`config.mk`:
```
export PLATFORM = sky130hd
export DESIGN_NAME = lsu_n
export DESIGN_NICKNAME = d
export VERILOG_FILES = /design/src/rtl/mcu_pkg.sv /design/src/rtl/lsu_align_n.sv /design/src/rtl/lsu_n.sv
export SDC_FILE = /design/constraint.sdc
export NUM_CORES = 1
export LEC_CHECK = 0
export ABC_AREA = 0
export CORE_MARGIN = 1.5
export CORE_UTILIZATION = 37
export DETAILED_ROUTE_END_ITERATION = 16
export GPL_TIMING_DRIVEN = 0
export HOLD_SLACK_MARGIN = 0.05
export PLACE_DENSITY = 0.69
export SETUP_SLACK_MARGIN = 0.05
export SYNTH_ARGS = -nofsm -noshare
export SYNTH_HDL_FRONTEND = slang
export SYNTH_SLANG_ARGS = --single-unit
export TNS_END_PERCENT = 100
```
`constraint.sdc`:
```
create_clock -name clk_i -period 2.4 [get_ports clk_i]
set_clock_uncertainty 0.15 [all_clocks]
set_input_delay 0.36 -clock clk_i [delete_from_list [all_inputs] [get_ports clk_i]]
set_output_delay 0.36 -clock clk_i [all_outputs]
set_load 0.03 [all_outputs]
```
`src/rtl/mcu_pkg.sv`:
```
// Shared types and constants for the load/store unit: FSM states, RV32I
// load/store width codes and the legality/alignment rule.
package mcu_pkg;

    typedef enum logic [1:0] {
        IDLE = 2'd0,
        REQ  = 2'd1,
        WAIT = 2'd2,
        DONE = 2'd3
    } lsu_state_e;

    localparam logic [2:0] F3_B  = 3'b000;
    localparam logic [2:0] F3_H  = 3'b001;
    localparam logic [2:0] F3_W  = 3'b010;
    localparam logic [2:0] F3_BU = 3'b100;
    localparam logic [2:0] F3_HU = 3'b101;

    // True when the width code exists for this direction and the byte
    // offset is naturally aligned for that width.
    function automatic logic access_ok(input logic       we,
                                       input logic [2:0] funct3,
                                       input logic [1:0] off);
        logic ok;
        ok = 1'b0;
        case (funct3)
            F3_B:  ok = 1'b1;
            F3_H:  ok = ~off[0];
            F3_W:  ok = (off == 2'b00);
            F3_BU: ok = ~we;
            F3_HU: ok = ~we & ~off[0];
            default: ok = 1'b0;
        endcase
        return ok;
    endfunction

endpackage

```
`src/rtl/lsu_align_n.sv`:
```
// Load data extraction: picks the addressed byte/half out of the bus word
// and sign- or zero-extends it to the full register width.
module lsu_align_n
    import mcu_pkg::*;
(
    input  logic [31:0] mem_rdata_i,
    input  logic [1:0]  off_i,
    input  logic [2:0]  funct3_i,
    output logic [31:0] rdata_o
);

    logic [31:0] shifted;

    // Shift the addressed lane down to bit 0, then extend by width code.
    always_comb begin
        // NOTE: every output of a combinational block gets a default first,
        // so no path through the case leaves it unassigned (no latch).
        rdata_o = '0;
        shifted = mem_rdata_i >> {off_i, 3'b000};
        case (funct3_i)
            F3_B:    rdata_o = {{24{shifted[7]}}, shifted[7:0]};
            F3_H:    rdata_o = {{16{shifted[15]}}, shifted[15:0]};
            F3_W:    rdata_o = mem_rdata_i;
            F3_BU:   rdata_o = {24'h0, shifted[7:0]};
            F3_HU:   rdata_o = {16'h0, shifted[15:0]};
            default: rdata_o = '0;
        endcase
    end

endmodule

```
`src/rtl/lsu_n.sv`:
```
// Load/store unit: runs one data-memory access per request over a
// req/gnt/rvalid bus and returns extended load data or an error pulse.
module lsu_n
    import mcu_pkg::*;
#(
    parameter int n = 32
) (
    input  logic         clk_i,
    input  logic         rst_ni,
    input  logic         req_i,
    input  logic         we_i,
    input  logic [2:0]   funct3_i,
    input  logic [n-1:0] addr_i,
    input  logic [n-1:0] wdata_i,
    output logic         busy_o,
    output logic         done_o,
    output logic         err_o,
    output logic [n-1:0] rdata_o,
    output logic         mem_req_o,
    output logic         mem_we_o,
    output logic [n-1:0] mem_addr_o,
    output logic [3:0]   mem_be_o,
    output logic [n-1:0] mem_wdata_o,
    input  logic         mem_gnt_i,
    input  logic         mem_rvalid_i,
    input  logic [n-1:0] mem_rdata_i
);

    lsu_state_e   state_q, state_d;
    logic         we_q;
    logic [2:0]   f3_q;
    logic [n-1:0] addr_q;
    logic [n-1:0] wdata_q;
    logic         err_q;
    logic [n-1:0] rdata_q;

    logic         req_ok;
    logic         capture;
    logic [n-1:0] load_data;
    logic [3:0]   be;
    logic [n-1:0] wdata_rep;
    logic         in_req;

    assign req_ok = access_ok(we_i, funct3_i, addr_i[1:0]);

    // Read data arrives either with the grant or later in WAIT; stores
    // never touch rdata.
    assign capture = ~we_q & mem_rvalid_i &
                     (((state_q == REQ) & mem_gnt_i) | (state_q == WAIT));

    lsu_align_n u_align (
        .mem_rdata_i (mem_rdata_i),
        .off_i       (addr_q[1:0]),
        .funct3_i    (f3_q),
        .rdata_o     (load_data)
    );

    // Next-state logic for the IDLE -> REQ -> WAIT -> DONE sequence.
    always_comb begin
        state_d = state_q;
        case (state_q)
            IDLE: if (req_i) state_d = req_ok ? REQ : DONE;
            REQ:  if (mem_gnt_i) state_d = mem_rvalid_i ? DONE : WAIT;
            WAIT: if (mem_rvalid_i) state_d = DONE;
            DONE: state_d = IDLE;
            default: state_d = IDLE;
        endcase
    end

    // State register plus the request latch and load result register.
    always_ff @(posedge clk_i) begin
        // NOTE: sequential state uses non-blocking assignments so every
        // register sees the pre-edge value of the others.
        if (!rst_ni) begin
            state_q <= IDLE;
            we_q    <= 1'b0;
            f3_q    <= 3'b000;
            addr_q  <= '0;
            wdata_q <= '0;
            err_q   <= 1'b0;
            rdata_q <= '0;
        end else begin
            state_q <= state_d;
            if (state_q == IDLE && req_i) begin
                we_q    <= we_i;
                f3_q    <= funct3_i;
                addr_q  <= addr_i;
                wdata_q <= wdata_i;
                err_q   <= ~req_ok;
            end
            if (capture) begin
                rdata_q <= load_data;
            end
        end
    end

    // Byte enables and lane-replicated store data from the latched request.
    always_comb begin
        be        = 4'b1111;
        wdata_rep = wdata_q;
        if (we_q) begin
            case (f3_q)
                F3_B: begin
                    be        = 4'b0001 << addr_q[1:0];
                    wdata_rep = {4{wdata_q[7:0]}};
                end
                F3_H: begin
                    be        = 4'b0011 << addr_q[1:0];
                    wdata_rep = {2{wdata_q[15:0]}};
                end
                default: begin
                    be        = 4'b1111;
                    wdata_rep = wdata_q;
                end
            endcase
        end
    end

    // Bus signals are only driven while the request is outstanding, so
    // they read as zero in every other state, including after reset.
    assign in_req      = (state_q == REQ);
    assign mem_req_o   = in_req;
    assign mem_we_o    = in_req & we_q;
    assign mem_addr_o  = in_req ? {addr_q[n-1:2], 2'b00} : '0;
    assign mem_be_o    = in_req ? be : 4'b0000;
    assign mem_wdata_o = in_req ? wdata_rep : '0;

    assign busy_o  = (state_q != IDLE);
    assign done_o  = (state_q == DONE);
    assign err_o   = (state_q == DONE) & err_q;
    assign rdata_o = rdata_q;

endmodule
```
Yosys cells after proc, flatten, opt, wreduce, memory -nomap -nowiden

Cells that the tools add are included.

Register bits after elaboration: 103
Input port bits: 105
Output and inout bits: 105
Word-level logic and storage cells: 57

Equal/unequal tests: 14
Shifts and indexed selects: 3
Multiplexer cells: 15
Bitwise logic cells: 11
Reduce and logical (&&, ||, !) cells: 7

Operator list:

| operator                                                          | count |
|---|---|
| 32-bit one-hot mux with 5 select lines                            | 1 |
| 32-bit two-way mux                                                | 3 |
| 32-bit one-hot mux with 2 select lines                            | 1 |
| 32-bit by 5-bit right shift with 16-bit output                    | 1 |
| 3-bit == test, second input constant                              | 4 |
| 2-bit two-way mux                                                 | 4 |
| 4-bit two-way mux                                                 | 2 |
| 2-bit one-hot mux with 4 select lines                             | 1 |
| 4-bit one-hot mux with 2 select lines                             | 1 |
| 1-bit AND                                                         | 6 |
| 3-bit by 1-bit == test with 1-bit output, second input constant   | 2 |
| 3-bit by 2-bit == test with 1-bit output, second input constant   | 2 |
| 3-bit zero test                                                   | 2 |
| 2-bit inequality test, second input constant                      | 3 |
| 1-bit one-hot mux with 5 select lines                             | 1 |
| 2-bit == test, second input constant                              | 2 |
| 2-bit zero test                                                   | 2 |
| 1-bit inverter                                                    | 4 |
| 1-bit by 2-bit left shift with 4-bit output, first input constant | 1 |
| 2-bit by 2-bit left shift with 4-bit output, first input constant | 1 |
| 3-bit AND reduction                                               | 1 |
| 2-bit by 1-bit == test with 1-bit output, second input constant   | 1 |
| 2-bit nonzero test                                                | 1 |
| 1-bit logical AND                                                 | 1 |
| 2 further kinds                                                   | 2 |

Longest topological paths before layout

Depth in word-level cells: 6
Mapped depth: 8
Depth with buffers taken out: 6

Hierarchy

A second synthesis with hierarchy kept.

Cell total of the unflattened synthesis: 731
Area, all modules: 5465.2 um^2

By module, submodules not included:

| module      | instances | cells each | area an instance (um^2) | sequential area each (um^2) |
|---|---|---|---|---|
| lsu_n       | 1         | 617        | 4628.2                  | 2062.0 |
| lsu_align_n | 1         | 114        | 837.1                   | 0.0 |

Worst setup path before layout

No wires, ideal clock.

Kind: register to output
Start point: register state_q[1]
End point: output port mem_be_o[2]
Arrival: 1.868 ns
Data required time: 1.890 ns
Setup slack: 0.022 ns
Stages on the path, launching flop included: 5
Buffers on the path: 1
Cell sequence: dfxtp_1 inv_1 ha_1 clkbuf_1 a21boi_0

Cells in the longest elaborated chain, start to end: 2

RTL lines:

| what                                     | line         | source |
|---|---|---|
| start: declaration                       | lsu_n.sv:29  | `lsu_state_e state_q, state_d;` |
| start signal: assignment                 | lsu_n.sv:83  | `state_q <= state_d;` |
| 2-bit by 1-bit == test with 1-bit output | lsu_n.sv:121 | `assign in_req = (state_q == REQ);` |
| named net mem_req_o                      | lsu_n.sv:19  | `output logic mem_req_o,` |
| 4-bit two-way mux                        | lsu_n.sv:125 | `assign mem_be_o = in_req ? be : 4'b0000;` |
| end: declaration                         | lsu_n.sv:22  | `output logic [3:0] mem_be_o,` |

The timed path passes the listed nets, and every way through them passes these cells.

Final worst setup path

Start point: register f3_q[1]
End point: output port mem_wdata_o[15]

Cells in the longest elaborated chain, start to end: 4
Elaborated cells on any way between the ends: 5
Classes of those cells: 1 x eq/ne; 3 x mux; 1 x reduce/logical

RTL lines:

| what                                                                        | line         | source |
|---|---|---|
| start: declaration                                                          | lsu_n.sv:31  | `logic [2:0] f3_q;` |
| start signal: assignment                                                    | lsu_n.sv:86  | `f3_q <= funct3_i;` |
| 3-bit by 1-bit == test with 1-bit output or 3-bit zero test (tied branches) | lsu_n.sv:102 | `case (f3_q)` |
| 32-bit one-hot mux with 2 select lines (*)                                  | lsu_n.sv:102 |  |
| 32-bit two-way mux (*)                                                      | lsu_n.sv:101 | `if (we_q) begin` |
| 32-bit two-way mux (*)                                                      | lsu_n.sv:126 | `assign mem_wdata_o = in_req ? wdata_rep : '0;` |
| end: declaration                                                            | lsu_n.sv:23  | `output logic [n-1:0] mem_wdata_o,` |

Mark *: on every way between the ends. The rest lies on a longest branch, timed or not.

==> impl_metrics.json <==
{
  "yosysWarnings": 0,
  "wl_met3_um": 1454,
  "drtAntennaViolNets": 0,
  "cts_made_buffers": 9,
  "num_rows": 43,
  "fin_cells": 1082,
  "grt_use_total_pct": 24.20,
  "cts_tree": "yes",
  "design_area_mm2": 0.007923,
  "cellPowerDensity_mw_per_mm2": 895.5,
  "finalSetupViolCount": 0,
  "reg2regPathDepth": 7,
  "htree_num_levels": 3,
  "relSlewSlack_pct": 54.93,
  "finalMaxSlewViolations": 0,
  "start_util_pct": 37.61,
  "gp_congestion": 0.8548,
  "drc": 0,
  "antenna_found_initial": 0,
  "hold_viol_final": 0,
  "seq_area_frac_synth_pct": 39.81,
  "r2r_slack_ns": 0.20,
  "cp-start-kind": "register",
  "min_path_cells": 2,
  "vias_per_cell": 5.155,
  "met2WireLength_um": 8164,
  "ys.flop_type": "dfxtp_1",
  "die_area_mm2": 0.01472,
  "vdd_drop_max_uv": 399.4,
  "fmax_ghz": 0.4281,
  "drt_first_pass_iters": 5,
  "insertedDiodeCount": 0,
  "vias": 5578,
  "grt_max_degree": 20,
  "core_mm2": 0.01377,
  "grt_pass1_wl_um": 27430,
  "worst_pin_slew_ns": 0.6731,
  "cts-root-buf": "clkbuf_16",
  "dpl.cell_count": 1056,
  "drt_iter0_drc": 429,
  "grt.overflow.total": 0,
  "dpl_cell_area_mm2": 0.007481,
  "syn_avg_cell_area_um2": 7.754,
  "clock_path_buffers": 2,
  "wl_met1_um": 7951,
  "fin_crit_ns": 2.336,
  "clk_pin_slew_ns": 0.07,
  "outcome": "finished clean",
  "hpwl_um": 13310,
  "cp-end-kind": "output pin",
  "netlist_instances": 668,
  "fin_tns_setup_ns": 0,
  "path_class": "reg2out",
  "postCtsHoldBufs": 0,
  "final_util_pct": 57.52,
  "cp.arrival_ns": 1.83,
  "synth_cell_types": 48,
  "first_global_vias": 5211,
  "highest_layer": "met4",
  "synth_edf_count": 0,
  "ios": 210,
  "synthArstFlopShare_pct": 0,
  "holdWs_ns": 0.2981,
  "rsz0062_at_grt": "true",
  "postRouteWirelength_um": 18040,
  "layout_common_cells": "nand2_1 (199), clkdlybuf4s50_1 (138), dfxtp_1 (99)",
  "finalCritPeriodShare_pct": 97.33,
  "power.leakage_nw": 3.023,
  "drive_gt1_share_pct": 17.96,
  "mostFrequentLayoutCell": "nand2_1",
  "max_cap_violations": 0,
  "clk_latency_ns": 0.35,
  "ys_seq_elements": 103,
  "syn_area_mm2": 0.005180,
  "avgRoutedWirePerCell_um": 16.68,
  "required_ns": 1.89,
  "hold_class": "reg2reg",
  "die_width_um": 121.3,
  "cts.sinks": 103,
  "die_y_um": 121.3,
  "worst-path-max-fanout": 9,
  "io_buffers": 207,
  "nets": 1007,
  "areaGrowthSynthToFinish_pct": 52.95
}
[metal layers]
layer | track usage, % | up-vias
met2 | 38.21 | 209
met5 | 0 | -
met1 | 31.18 | 2579
met4 | 10.29 | 0
li1 | - | 2761
met3 | 6.297 | 29
[sequential cells by signal, summed over array words and instances, names as in the netlist]
register	count
state_q	2
rdata_o	32
err_q	1
wdata_q	32
we_q	1
addr_q	32
f3_q	3
[cell type report]
class,count,area [µm²]
multi-input combinational,501,2945
inverter,8,30.03
tap,180,225.2
fill,1338,5851
sequential,103,2067
clock buffer,14,294.0
clock inverter,2,35.03
buffer,56,327.8
timing repair buffer,218,1998
[critical path, stage by stage (launching register included)]
cell and delay (ns):
dfxtp_2 0.32, buf_6 0.14, nor3b_4 0.31, buf_4 0.20
nand2_8 0.07, a32oi_1 0.18, nor2b_1 0.07, buf_4 0.17
[repair_timing]
action / 4_1_cts / 5_1_grt
setup endpoints to repair: 69 / 86
setup buffers: 7 / 4
gates resized for setup: 300 / 101
pin swaps: 2 / 4
[power by group]
part | switching (mW) | internal [mW] | leakage (nW)
registers | 0.193 | 2.00 | 0.843
logic | 1.98 | 1.32 | 2.02
clock network | 0.648 | 0.950 | 0.165
[path summary, 6_finish.rpt]
path,end,start
setup reg to reg,rdata_o[28]$_SDFFE_PN0P_,state_q[0]$_SDFFE_PN0P_
hold reg to reg,addr_q[10]$_SDFFE_PN0P_,addr_q[10]$_SDFFE_PN0P_
hold / removal,addr_q[10]$_SDFFE_PN0P_,addr_q[10]$_SDFFE_PN0P_
setup / recovery,mem_wdata_o[15],f3_q[1]$_SDFFE_PN0P_
[synthesized netlist by cell type (9+ instances only)]
cell	instances	share of area (%)
clkbuf_1	39	2.8
nand2_1	201	15
a22oi_1	25	3.6
a221oi_1	9	1.5
a22o_1	14	2.4
a211oi_2	10	2.4
a21oi_1	90	8.7
a21boi_0	24	3.5
and2_1	41	5.0
dfxtp_1	103	40
o21ai_0	13	1.3
[logic make-up after synthesis]
family / count (synthesis) / synth area share (%)
compound gates: 218 / 28.26
fa+ha+maj: 5 / 1.208
buf+inv: 65 / 5.507
flops: 103 / 39.81
mux: 12 / 2.754
other cells: 1 / 0.07239
simple gates: 264 / 22.39
[through the flow]
step / setup slack (ns) / power [mW]
6_report: 0.06412 / 7.095
5_1_grt: 0.01838 / 7.478
4_1_cts: 0.0009686 / 7.043
3_5_place_dp: -0.5974 / 5.347
3_3_place_gp: -0.5744 / 5.324
2_1_floorplan: 0.02233 / 4.183
(Power assumes the default switching activity.)
